===== config.mk =====
export PLATFORM = sky130hd
export DESIGN_NAME = echo_sequencer
export DESIGN_NICKNAME = d
export VERILOG_FILES = /design/src/rtl/echo_sequencer.sv
export SDC_FILE = /design/constraint.sdc
export NUM_CORES = 1
export LEC_CHECK = 0
export CAP_MARGIN = 40
export CORE_ASPECT_RATIO = 1.25
export CORE_MARGIN = 5
export CORE_UTILIZATION = 50
export DETAILED_ROUTE_END_ITERATION = 8
export GPL_ROUTABILITY_DRIVEN = 0
export PLACE_DENSITY = 0.74
export REMOVE_ABC_BUFFERS = 1
export SLEW_MARGIN = 5
export SYNTH_ARGS = -nofsm -noshare
export SYNTH_HDL_FRONTEND = slang
export SYNTH_SLANG_ARGS = --single-unit

===== constraint.sdc =====
create_clock -name clk -period 6 [get_ports clk]
set_input_delay 0.6 -clock clk [delete_from_list [all_inputs] [get_ports clk]]
set_output_delay 0.6 -clock clk [all_outputs]
set_load 0.01 [all_outputs]

===== src/rtl/echo_sequencer.sv =====
// Bypass/enable sequencer for the delay-line echo: flushes stale audio, then ramps tap
// attenuation in and out so switching the effect never clicks.
module echo_sequencer #(
    parameter int DEPTH        = 128,
    parameter int ATTEN_W      = 4,
    parameter int RAMP_SAMPLES = 256
) (
    input  logic               clk,
    input  logic               rst,
    input  logic               sample_valid,
    input  logic               effect_on,
    input  logic [ATTEN_W-1:0] target_atten,
    output logic               shift_en,
    output logic               clear,
    output logic               bypass,
    output logic [ATTEN_W-1:0] atten,
    output logic               busy
);

    localparam int RC_W = $clog2(RAMP_SAMPLES) + 1;
    localparam int FC_W = $clog2(DEPTH) + 1;
    localparam logic [ATTEN_W-1:0] MAX_ATTEN  = '1;
    localparam logic [RC_W-1:0]    RAMP_LAST  = RC_W'(RAMP_SAMPLES - 1);
    localparam logic [FC_W-1:0]    FLUSH_LAST = FC_W'(DEPTH - 1);

    typedef enum logic [2:0] {
        S_BYPASS,
        S_FLUSH,
        S_RAMP_UP,
        S_ACTIVE,
        S_RAMP_DOWN
    } state_t;

    state_t             state_q, state_d;
    logic [FC_W-1:0]    flush_cnt_q, flush_cnt_d;
    logic [RC_W-1:0]    ramp_cnt_q, ramp_cnt_d;
    logic [ATTEN_W-1:0] atten_q, atten_d;
    logic               shift_en_q, shift_en_d;
    logic               clear_q, clear_d;
    logic               bypass_q, bypass_d;
    logic               busy_q, busy_d;

    logic               do_count;
    logic               in_stream;
    logic [ATTEN_W-1:0] ramp_goal;
    logic [ATTEN_W-1:0] atten_step;

    always_comb begin
        state_d     = state_q;
        flush_cnt_d = flush_cnt_q;
        ramp_cnt_d  = ramp_cnt_q;
        atten_d     = atten_q;
        do_count    = 1'b0;
        in_stream   = (state_q == S_RAMP_UP) || (state_q == S_ACTIVE) ||
                      (state_q == S_RAMP_DOWN);
        ramp_goal   = (state_q == S_RAMP_DOWN) ? MAX_ATTEN : target_atten;
        atten_step  = (atten_q > ramp_goal) ? atten_q - ATTEN_W'(1)
                                            : atten_q + ATTEN_W'(1);

        // A sample arriving on an entry into a streaming state counts as that state's first.
        case (state_q)
            S_BYPASS: begin
                atten_d    = MAX_ATTEN;
                ramp_cnt_d = '0;
                if (effect_on) begin
                    state_d     = S_FLUSH;
                    flush_cnt_d = '0;
                end
            end
            S_FLUSH: begin
                if (!effect_on) begin
                    state_d = S_BYPASS;
                end else if (flush_cnt_q == FLUSH_LAST) begin
                    state_d    = S_RAMP_UP;
                    ramp_cnt_d = RC_W'(sample_valid);
                end else begin
                    flush_cnt_d = flush_cnt_q + FC_W'(1);
                end
            end
            S_RAMP_UP: begin
                if (!effect_on) begin
                    state_d    = S_RAMP_DOWN;
                    ramp_cnt_d = RC_W'(sample_valid);
                end else if (atten_q == target_atten) begin
                    state_d    = S_ACTIVE;
                    ramp_cnt_d = RC_W'(sample_valid);
                end else begin
                    do_count = 1'b1;
                end
            end
            S_ACTIVE: begin
                if (!effect_on) begin
                    state_d    = S_RAMP_DOWN;
                    ramp_cnt_d = RC_W'(sample_valid);
                end else if (atten_q == target_atten) begin
                    ramp_cnt_d = '0;
                end else begin
                    do_count = 1'b1;
                end
            end
            S_RAMP_DOWN: begin
                if (effect_on) begin
                    state_d    = S_RAMP_UP;
                    ramp_cnt_d = RC_W'(sample_valid);
                end else if (atten_q == MAX_ATTEN) begin
                    state_d    = S_BYPASS;
                    ramp_cnt_d = '0;
                end else begin
                    do_count = 1'b1;
                end
            end
            default: begin
                state_d = S_BYPASS;
            end
        endcase

        if (do_count && sample_valid) begin
            if (ramp_cnt_q >= RAMP_LAST) begin
                ramp_cnt_d = '0;
                atten_d    = atten_step;
            end else begin
                ramp_cnt_d = ramp_cnt_q + RC_W'(1);
            end
        end

        // Streaming strobes lag sample_valid by one cycle; the flush strobes every cycle.
        shift_en_d = (state_d == S_FLUSH) || (sample_valid && in_stream);
        clear_d    = (state_d == S_FLUSH);
        bypass_d   = (state_d == S_BYPASS) || (state_d == S_FLUSH);
        busy_d     = (state_d == S_FLUSH) || (state_d == S_RAMP_UP) ||
                     (state_d == S_RAMP_DOWN);
    end

    always_ff @(posedge clk) begin
        if (rst) begin
            state_q     <= S_BYPASS;
            flush_cnt_q <= '0;
            ramp_cnt_q  <= '0;
            atten_q     <= MAX_ATTEN;
            shift_en_q  <= 1'b0;
            clear_q     <= 1'b0;
            bypass_q    <= 1'b1;
            busy_q      <= 1'b0;
        end else begin
            state_q     <= state_d;
            flush_cnt_q <= flush_cnt_d;
            ramp_cnt_q  <= ramp_cnt_d;
            atten_q     <= atten_d;
            shift_en_q  <= shift_en_d;
            clear_q     <= clear_d;
            bypass_q    <= bypass_d;
            busy_q      <= busy_d;
        end
    end

    assign shift_en = shift_en_q;
    assign clear    = clear_q;
    assign bypass   = bypass_q;
    assign atten    = atten_q;
    assign busy     = busy_q;

endmodule

; Word-level counts from Yosys, hierarchy flattened
; Cells that the tools add are included.
[totals]
regBits = 28
input_bits = 8
elab_cells = 81
[classes]
add_sub_neg = 4
magnitude_cmp = 2
n_eq_ne = 18
mux = 34
n_reduce_logical = 15
[ops]
columns = op, n
row1 = 2-to-1 mux 9 bit, 10
row2 = one-hot mux 9 bit (5 select lines), 1
row3 = 2-to-1 mux 3 bit, 8
row4 = 2-to-1 mux 8 bit, 3
row5 = 2-to-1 mux 4 bit, 5
row6 = one-hot mux 8 bit (2 select lines), 1
row7 = one-hot mux 3 bit (5 select lines), 1
row8 = "!= test 4 x 2 -> 1 bit, second input constant", 3
row9 = "adder 9 x 1 -> 9 bit, second input constant", 1
row10 = "== test 3 x 2 -> 1 bit, second input constant", 3
row11 = ">= comparator 9 x 8 -> 1 bit, second input constant", 1
row12 = "adder 8 x 1 -> 8 bit, second input constant", 1
row13 = "== test 8 x 7 -> 1 bit, second input constant", 1
row14 = "== test 3 x 1 -> 1 bit, second input constant", 2
row15 = "== test 3 bit, second input constant", 2
row16 = zero test 3 bit, 2
row17 = logical OR 1 bit, 6
row18 = "!= test 2 bit, second input constant", 3
row19 = "!= test 3 bit, second input constant", 2
row20 = AND reduction 6 bit, 1
row21 = nonzero test 6 bit, 1
row22 = "adder 4 x 1 -> 4 bit, second input constant", 1
row23 = == test 4 bit, 1
row24 = "== test 4 bit, second input constant", 1
row25 = other kinds (8), 12

; Longest topological paths before layout
; Gate-level depths: netlist of run 1.
[depth]
word_depth = 7
ltp_mapped = 13

; Worst setup path after synthesis of run 1
; No wires, ideal clock.
[synth_timing]
kind = register to register
startpoint = register state_q[1]
endpoint = register atten_q[3], in the netlist atten[3]
arrival_ps = 2570
t_required_ps = 5875
path_slack_ps = 3305
stages_incl_launch_ff = 13
n_path_buf = 1
cell_sequence = dfxtp_1 -> buf_4 -> nor3b_4 -> nor2_1 -> ha_1 -> nor2b_1 -> o21ai_0 -> a21oi_1 -> ha_1 -> a21o_1 -> a21oi_1 -> xor2_1 -> o41a_1
[synth_between]
elab_chain_len = 6
elab_cells_between_ends = 13
cone_classes = order compare: 1 / eq/ne: 3 / mux: 6 / reduce/logical: 3
[synth_rtl]
columns = element, line_no
row1 = "start, declared", 34  ; state_t state_q, state_d;
row2 = "start signal, assigned", 145  ; state_q <= state_d;
row3 = == test 3 bit, "56, 61"
row4 = 2-to-1 mux 4 bit, 56  ; ramp_goal = (state_q == S_RAMP_DOWN) ? MAX_ATTEN : target_atten;
row5 = greater-than comparator 4 bit, 57  ; atten_step = (atten_q > ramp_goal) ? atten_q - ATTEN_W'(1)
row6 = 2-to-1 mux 4 bit, 57
row7 = 2-to-1 mux 4 bit, 118  ; if (ramp_cnt_q >= RAMP_LAST) begin
row8 = 2-to-1 mux 4 bit (*), 117  ; if (do_count && sample_valid) begin
row9 = "end signal, assigned", 148  ; atten_q <= atten_d;
row10 = "end, declared", 37  ; logic [ATTEN_W-1:0] atten_q, atten_d;
; Every way passes the cells marked *; elsewhere a longest branch is shown, timed or not.
; A chain may end at the register's enable or synchronous reset.

; Worst setup path after layout of run 1
[layout_timing]
startpoint = register state_q[2]
endpoint = register atten_q[3], in the netlist atten[3]
; Same word-level chain as after synthesis.

==> metrics.md, run 1 <==
| Metric | Value |
|---|---|
| Status | finished clean |
| Area leader, netlist | dfxtp_1 |
| Met1 Use GR | 0.162 |
| Starting Density | 0.505 |
| Wire length per cell | 13.2 µm |
| Class of the tightest hold or removal check | flop to flop |
| Period utilisation layout | 0.494 |
| Final number of max-transition violations | 0 |
| Antenna Violating Nets Remaining | 0 |
| Worst skew pair latency | 0.27 ns |
| Via count | 1420 |
| Area growth from synthesis to layout | 12.6% |
| Final Util | 0.569 |
| CTS H-tree depth | 1 |
| Crit path max fanout | 9 |
| # port buffers | 15 |
| Ranking of synthesized cells by area | dfxtp_1 (32%), ha_1 (6.5%), xor2_1 (5.6%) |
| Post-cts resize count | 0 |
| Vias per std cell | 5.77 |
| Row cnt | 24 |
| Met2 Track Usage GR | 0.286 |
| Post-synth EDFFs | 0 |
| Final WL | 3.26 mm |
| Sink Count | 28 |
| Syn avg cell area | 8.92 µm² |
| Worst Path Arrival | 3.13 ns |
| Largest net degree at the start of global routing | 20 |
| Pleak | 0.000701 µW |
| Drt first pass iters | 4 |
| Chip Height | 75.8 µm |
| XOR/XNOR Fraction of Synth Area | 0.0658 |
| Max IR drop VDD | 0.132 mV |
| CP required | 6.17 ns |
| Slew headroom | 0.528 |
| Setup CP Type | flop to flop |
| Placement Cell Area | 1890 µm² |
| Initial antenna violation count | 0 |
| N_diodes | 0 |
| Synth Instances | 194 |
| Primary FF master, synth | dfxtp_1 |
| P per Cell Area | 174 nW/µm² |
| Clock buffer depth | 2 |
| Top cell type's share of synthesized area | 0.324 |
| Final instance area | 1950 µm² |
| I/O pin total | 16 |
| First-pass GRT wire length | 5.74 mm |
| MaxCap Viol Count | 0 |
| Nets | 226 |
| Final hold violation count | 0 |
| Fmax | 337 MHz |
| Startpoint types | flop |
| Die ar. | 4750 µm² |
| Final setup vio count | 0 |
| Setup TNS | 0 ns |
| Largest family of logic cells by synthesized area | simple AND/OR/NAND/NOR gates |
| Final Skew | 0.00559 ns |
| GRT Overall Usage | 0.147 |
| RSZ-0062 raised after global routing | false |
| CTS root buf | clkbuf_8 |
| Fraction of layout cells with a size suffix above 1 | 0.121 |
| Sequential cell area fraction in the yosys report | 0.324 |
| Compound-Gate Fraction of Synth Area | 0.189 |
| Post-Synth Adder-Cell Area | 0.0766 |
| Grt total ovfl | 0 |
| Clk slew on worst S/H paths | 0.09 ns |
| CP Capture Type | flop |
| CTS buffer count | 3 |
| Dpl hpwl | 2.46 mm |
| Worst slew pin tran | 0.705 ns |
| Yosys warns | 0 |
| CTS tree | done |
| Simple-Gate Fraction of Synth Area | 0.283 |
| Mux cell area share after synthesis | 0.0231 |
| Total chip power | 338 µW |
| Number of global-route vias before repair | 1323 |
| Post-synth ARST share | 0 |
| Remaining DRCs | 0 |
| DRT iter0 DRCs | 51 |
| Synth cell types | 52 |
| Final min period | 2.97 ns |
| Chip width | 62.6 µm |
| Core Region | 3420 µm² |
| Post-CTS Setup Bufs | 0 |
| FF+latch count, synth | 28 |
| Met3 Usage GRT | 0.0236 |
| Synth Cell Area | 1730 µm² |
| Grt peak-use layer | met2 |
| Hold buffers post-CTS | 0 |
per-layer routing:
layer  vias to the layer above  wire length, µm
met5                         -                0
met3                         5               86
li1                        723                -
met1                       674             1410
met2                        18             1720
met4                         0               46
critical path, cell delays in order (launching register included):
cell     delay, ns
dfxtp_1       0.47
nor3b_4       0.45
nor2_1        0.08
ha_1          0.30
nor2b_1       0.12
o21ai_0       0.07
a21oi_1       0.33
ha_1          0.30
a21o_1        0.17
a21oi_1       0.16
xor2_1        0.09
o41a_1        0.31
worst paths after layout:
check                      from       endpoint  slack [ns]  cells past startpoint
hold reg to reg   ramp_cnt_q[8]  ramp_cnt_q[8]        0.48                      2
setup reg to reg     state_q[2]       atten[3]        3.03                     11
setup / recovery     state_q[2]       atten[3]        3.03                     11
hold / removal    ramp_cnt_q[8]  ramp_cnt_q[8]        0.48                      2
flip-flops by register name, summed over array words and instances, names as in the netlist:
signal,count
atten,4
busy,1
bypass,1
clear,1
flush_cnt_q,8
ramp_cnt_q,9
shift_en,1
state_q,3
layout by cell type (no fill, tap or decap), types with 2 or more instances in the layout:
| cell type | instances |
|---|---|
| nand3_1 | 4 |
| nand2b_1 | 4 |
| nand2_1 | 15 |
| mux2i_1 | 4 |
| o21bai_1 | 5 |
| or2_2 | 5 |
| xnor2_1 | 2 |
| inv_1 | 8 |
| nor3_1 | 3 |
| a21oi_1 | 10 |
| o311ai_2 | 2 |
| nand4b_1 | 2 |
| ha_1 | 9 |
| o21ai_0 | 11 |
| or3_1 | 2 |
| clkbuf_8 | 4 |
| nor2_1 | 22 |
| nor3b_1 | 3 |
| a21o_1 | 2 |
| dfxtp_1 | 28 |
| clkdlybuf4s50_1 | 15 |
| xor2_1 | 11 |
| nand4_1 | 9 |
area by class of cell:
class / instances / area (µm²)
inverters: 8 / 30.0
fillers: 330 / 1480
multi-input cells: 152 / 1100
repair buffers: 15 / 150
well taps: 39 / 48.8
flip-flops and latches: 28 / 561
clock buffers: 4 / 55.1
where the power goes:
group          internal (µW)  switching (µW)  leakage (µW)
logic                   16.5            17.4      0.000445
registers                188            2.51      0.000227
clock network           58.7            55.3     0.0000288
total                    263            75.2      0.000701
per-stage QoR:
step / instances / worst slack (ns) / hold WS, ns
after floorplan: 188 / 3.31 / 0.447
after global placement: 242 / 2.82 / 0.460
after detailed placement: 242 / 2.76 / 0.466
after CTS: 246 / 3.03 / 0.486
after global routing: 246 / 2.70 / 0.531
final: 246 / 3.03 / 0.485
synth_stat cells, types with 2 or more instances:
cell type  count
dfxtp_1       28
nor2_1        22
nand2_1       15
o21ai_0       11
xor2_1        11
a21oi_1       10
ha_1           9
nand4_1        9
inv_1          8
o21bai_1       5
or2_2          5
mux2i_1        4
nand2b_1       4
nand3_1        4
nor3_1         3
nor3b_1        3
a21o_1         2
buf_2          2
clkbuf_1       2
nand4b_1       2
o311ai_2       2
or3_1          2
xnor2_1        2
cell families (layout without fill, tap and decap cells):
family                   count (synthesis)  in the layout
XOR/XNOR                                13             13
AND/OR/NAND/NOR                         82             82
AO/OA/AOI/OAI                           43             43
flip-flops                              28             28
adder cells (fa/ha/maj)                 10             10
multiplexers                             4              4
buffers and inverters                   14             27
Note: power is estimated with default switching activity, not from simulation.
==> run 2, diff against run 1 <==
==> constraint.sdc (replaced) <==
create_clock -name clk -period 3 [get_ports clk]
set_input_delay 0.3 -clock clk [delete_from_list [all_inputs] [get_ports clk]]
set_output_delay 0.3 -clock clk [all_outputs]
set_load 0.01 [all_outputs]
==> run 2 against run 1 <==
Compared with the run above: die area stayed put; total power is 93% higher; hold slack better by 0.00096 ns; critical path depth is 1 higher; worst setup slack worse by 2.6 ns; utilization is 0.91 points higher; count of clock-buffer cells in the layout is 1 lower; maximum frequency is 14% higher; critical endpoint is now atten[2]; largest power group unchanged; highest routed layer unchanged.
==> metrics.md, run 2 (synthesis gave the netlist of run 1 again) <==
| Metric | Value |
|---|---|
| Chip Height | 75.8 µm (unchanged) |
| Dpl cells | 248 (+2.5%) |
| Wire length per cell | 13.4 µm (+1.2%) |
| Hold Path Cell Cnt | 2 (unchanged) |
| First-pass GRT wire length | 6.02 mm (+4.9%) |
| Starting Density | 0.505 (unchanged) |
| Largest register FFs | 9 (unchanged) |
| Worst skew pair latency | 0.28 ns (about the same) |
| DRT iter0 DRCs | 32 (-37%) |
| I/O pin total | 16 (unchanged) |
| Setup CP Type | flop to flop |
| Commonest non-fill, non-tap cell in the layout | dfxtp_1 |
| Worst Path Arrival | 2.76 ns (-0.37 ns) |
| Hold Path Origin | flush_cnt_q[1] |
| Clock buffer depth | 2 (unchanged) |
| FF-to-FF path depth | 12 (+1) |
| Worst slew pin tran | 0.565 ns (-0.140 ns) |
| Startpoint types | flop |
| Fraction of layout cells with a size suffix above 1 | 0.142 (+0.0207) |
| Status | finished clean |
| Pleak | 0.000724 µW (+3.4%) |
| Biggest register | ramp_cnt_q |
| Commonest non-fill, non-tap cells in the layout | dfxtp_1 (28), nor2_1 (22), nand2_1 (15), clkdlybuf4s50_1 (15) |
| RSZ-0062 raised after global routing | false |
| Post-CTS Setup Bufs | 0 (unchanged) |
| Period utilisation layout | 0.864 (+0.369) |
| Class of the tightest hold or removal check | flop to flop |
| Family with the most delay on the worst path | simple AND/OR/NAND/NOR gates |
| Sink Count | 28 (unchanged) |
| Final number of max-transition violations | 0 (unchanged) |
| Chip width | 62.6 µm (unchanged) |
| Max IR drop VDD | 0.265 mV (+100%) |
| CP required | 3.17 ns (-3.00 ns) |
| CP Capture Type | flop |
| P per Cell Area | 330 nW/µm² (+90%) |
| Worst reg2reg setup slack | 0.41 ns (-2.63 ns) |
| Drt first pass iters | 4 (unchanged) |
| Final Skew | 0.0109 ns (+0.00529 ns) |
| CTS buffer count | 3 (unchanged) |
| Dpl hpwl | 2.58 mm (+4.9%) |
| Via count | 1425 (+0.35%) |
| CP Launch Point | state_q[1] |
| Row cnt | 24 (unchanged) |
| Final setup vio count | 0 (unchanged) |
| Number of global-route vias before repair | 1388 (+4.9%) |
| Hold Path End | flush_cnt_q[1] |
| Slowest CP cell | fa_1 |
| Nets | 232 (+2.7%) |
| Final min period | 2.59 ns (-0.375 ns) |
| Hold buffers post-CTS | 0 (unchanged) |
| Fin cells | 251 (+2.0%) |
| CTS root buf | clkbuf_8 |
| GRT Overall Usage | 0.156 (+0.00904) |
| Crit path cell chain | nor3b_4 -> nor2_1 -> ha_1 -> nor2b_1 -> o21ai_0 -> a21oi_1 -> buf_4 -> inv_1 -> fa_1 -> xor2_1 -> mux2i_1 -> or2_2 |
| Remaining DRCs | 0 (unchanged) |
| Largest net degree at the start of global routing | 17 (-15%) |
| WP buf/inv | 2 (+2) |
| Final WL | 3.37 mm (+3.3%) |
| # port buffers | 15 (unchanged) |
| Initial antenna violation count | 0 (unchanged) |
| CTS tree | done |
| Post-cts resize count | 0 (unchanged) |
| Vias per std cell | 5.68 (-1.6%) |
| MaxCap Viol Count | 0 (unchanged) |
| Clk slew on worst S/H paths | 0.09 ns (about the same) |
| Setup TNS | 0 ns (unchanged) |
| Antenna Violating Nets Remaining | 0 (unchanged) |
| N_diodes | 0 (unchanged) |
| Fmax | 386 MHz (+14%) |
| Die ar. | 4750 µm² (unchanged) |
| Slew headroom | 0.624 (+0.0951) |
| Worst path max stage delay | 0.37 ns (-0.10 ns) |
| RR Endpoint | atten[2] |
| CTS H-tree depth | 1 (unchanged) |
| Crit path max fanout | 5 (-4) |
| Area growth from synthesis to layout | 14.4% |
| Final hold violation count | 0 (unchanged) |
| R2R Path Start | state_q[1] |
| Core Region | 3420 µm² (unchanged) |
| Grt total ovfl | 0 (unchanged) |
run 2: layout make-up:
type	instances	area, µm²
fillers	328	1440
repair buffers	21	195
inverters	8	30.0
clock buffers	3	41.3
flip-flops and latches	28	561
multi-input cells	152	1100
well taps	39	48.8
run 2: per-stage QoR:
stage | power, µW | setup slack (ns) | area [µm²] | utilization | hold slack (ns)
6_report | 654 | 0.409 | 1980 | 0.578 | 0.486
5_1_grt | 687 | 0.165 | 1980 | 0.578 | 0.511
4_1_cts | 662 | 0.360 | 1980 | 0.578 | 0.490
3_5_place_dp | 462 | 0.124 | 1940 | 0.566 | 0.472
3_3_place_gp | 461 | 0.243 | 1940 | 0.566 | 0.474
2_1_floorplan | 430 | 0.311 | 1690 | - | 0.369
run 2: worst register-to-register path: stages, from the launching register on:
cell	delay [ns]
dfxtp_1	0.34
nor3b_4	0.28
nor2_1	0.08
ha_1	0.29
nor2b_1	0.13
o21ai_0	0.08
a21oi_1	0.22
buf_4	0.17
inv_1	0.05
fa_1	0.37
xor2_1	0.13
mux2i_1	0.08
or2_2	0.27
run 2: how the worst max path moves through the flow:
stage	endpoint	slack, ns	cells after the start
floorplan	atten[3]	0.31	11
global placement	atten[2]	0.24	12
detailed placement	atten[2]	0.12	12
CTS	atten[2]	0.36	12
global route	atten[2]	0.16	12
finish	atten[2]	0.41	12
run 2: per-layer routing:
layer | vias up | part of all wire | wire (µm) | GRT usage
li1 | 730 | - | - | -
met1 | 670 | 0.44 | 1470 | 0.177
met2 | 20 | 0.52 | 1760 | 0.290
met5 | - | 0 | 0 | 0
met3 | 5 | 0.027 | 91 | 0.0251
met4 | 0 | 0.013 | 44 | 0.0731
run 2: power by group:
group          leakage, µW  switching, µW  internal [µW]
Sequential        0.000227           3.78            376
Combinational     0.000476           37.2           36.0
Clock            0.0000216            111           90.2
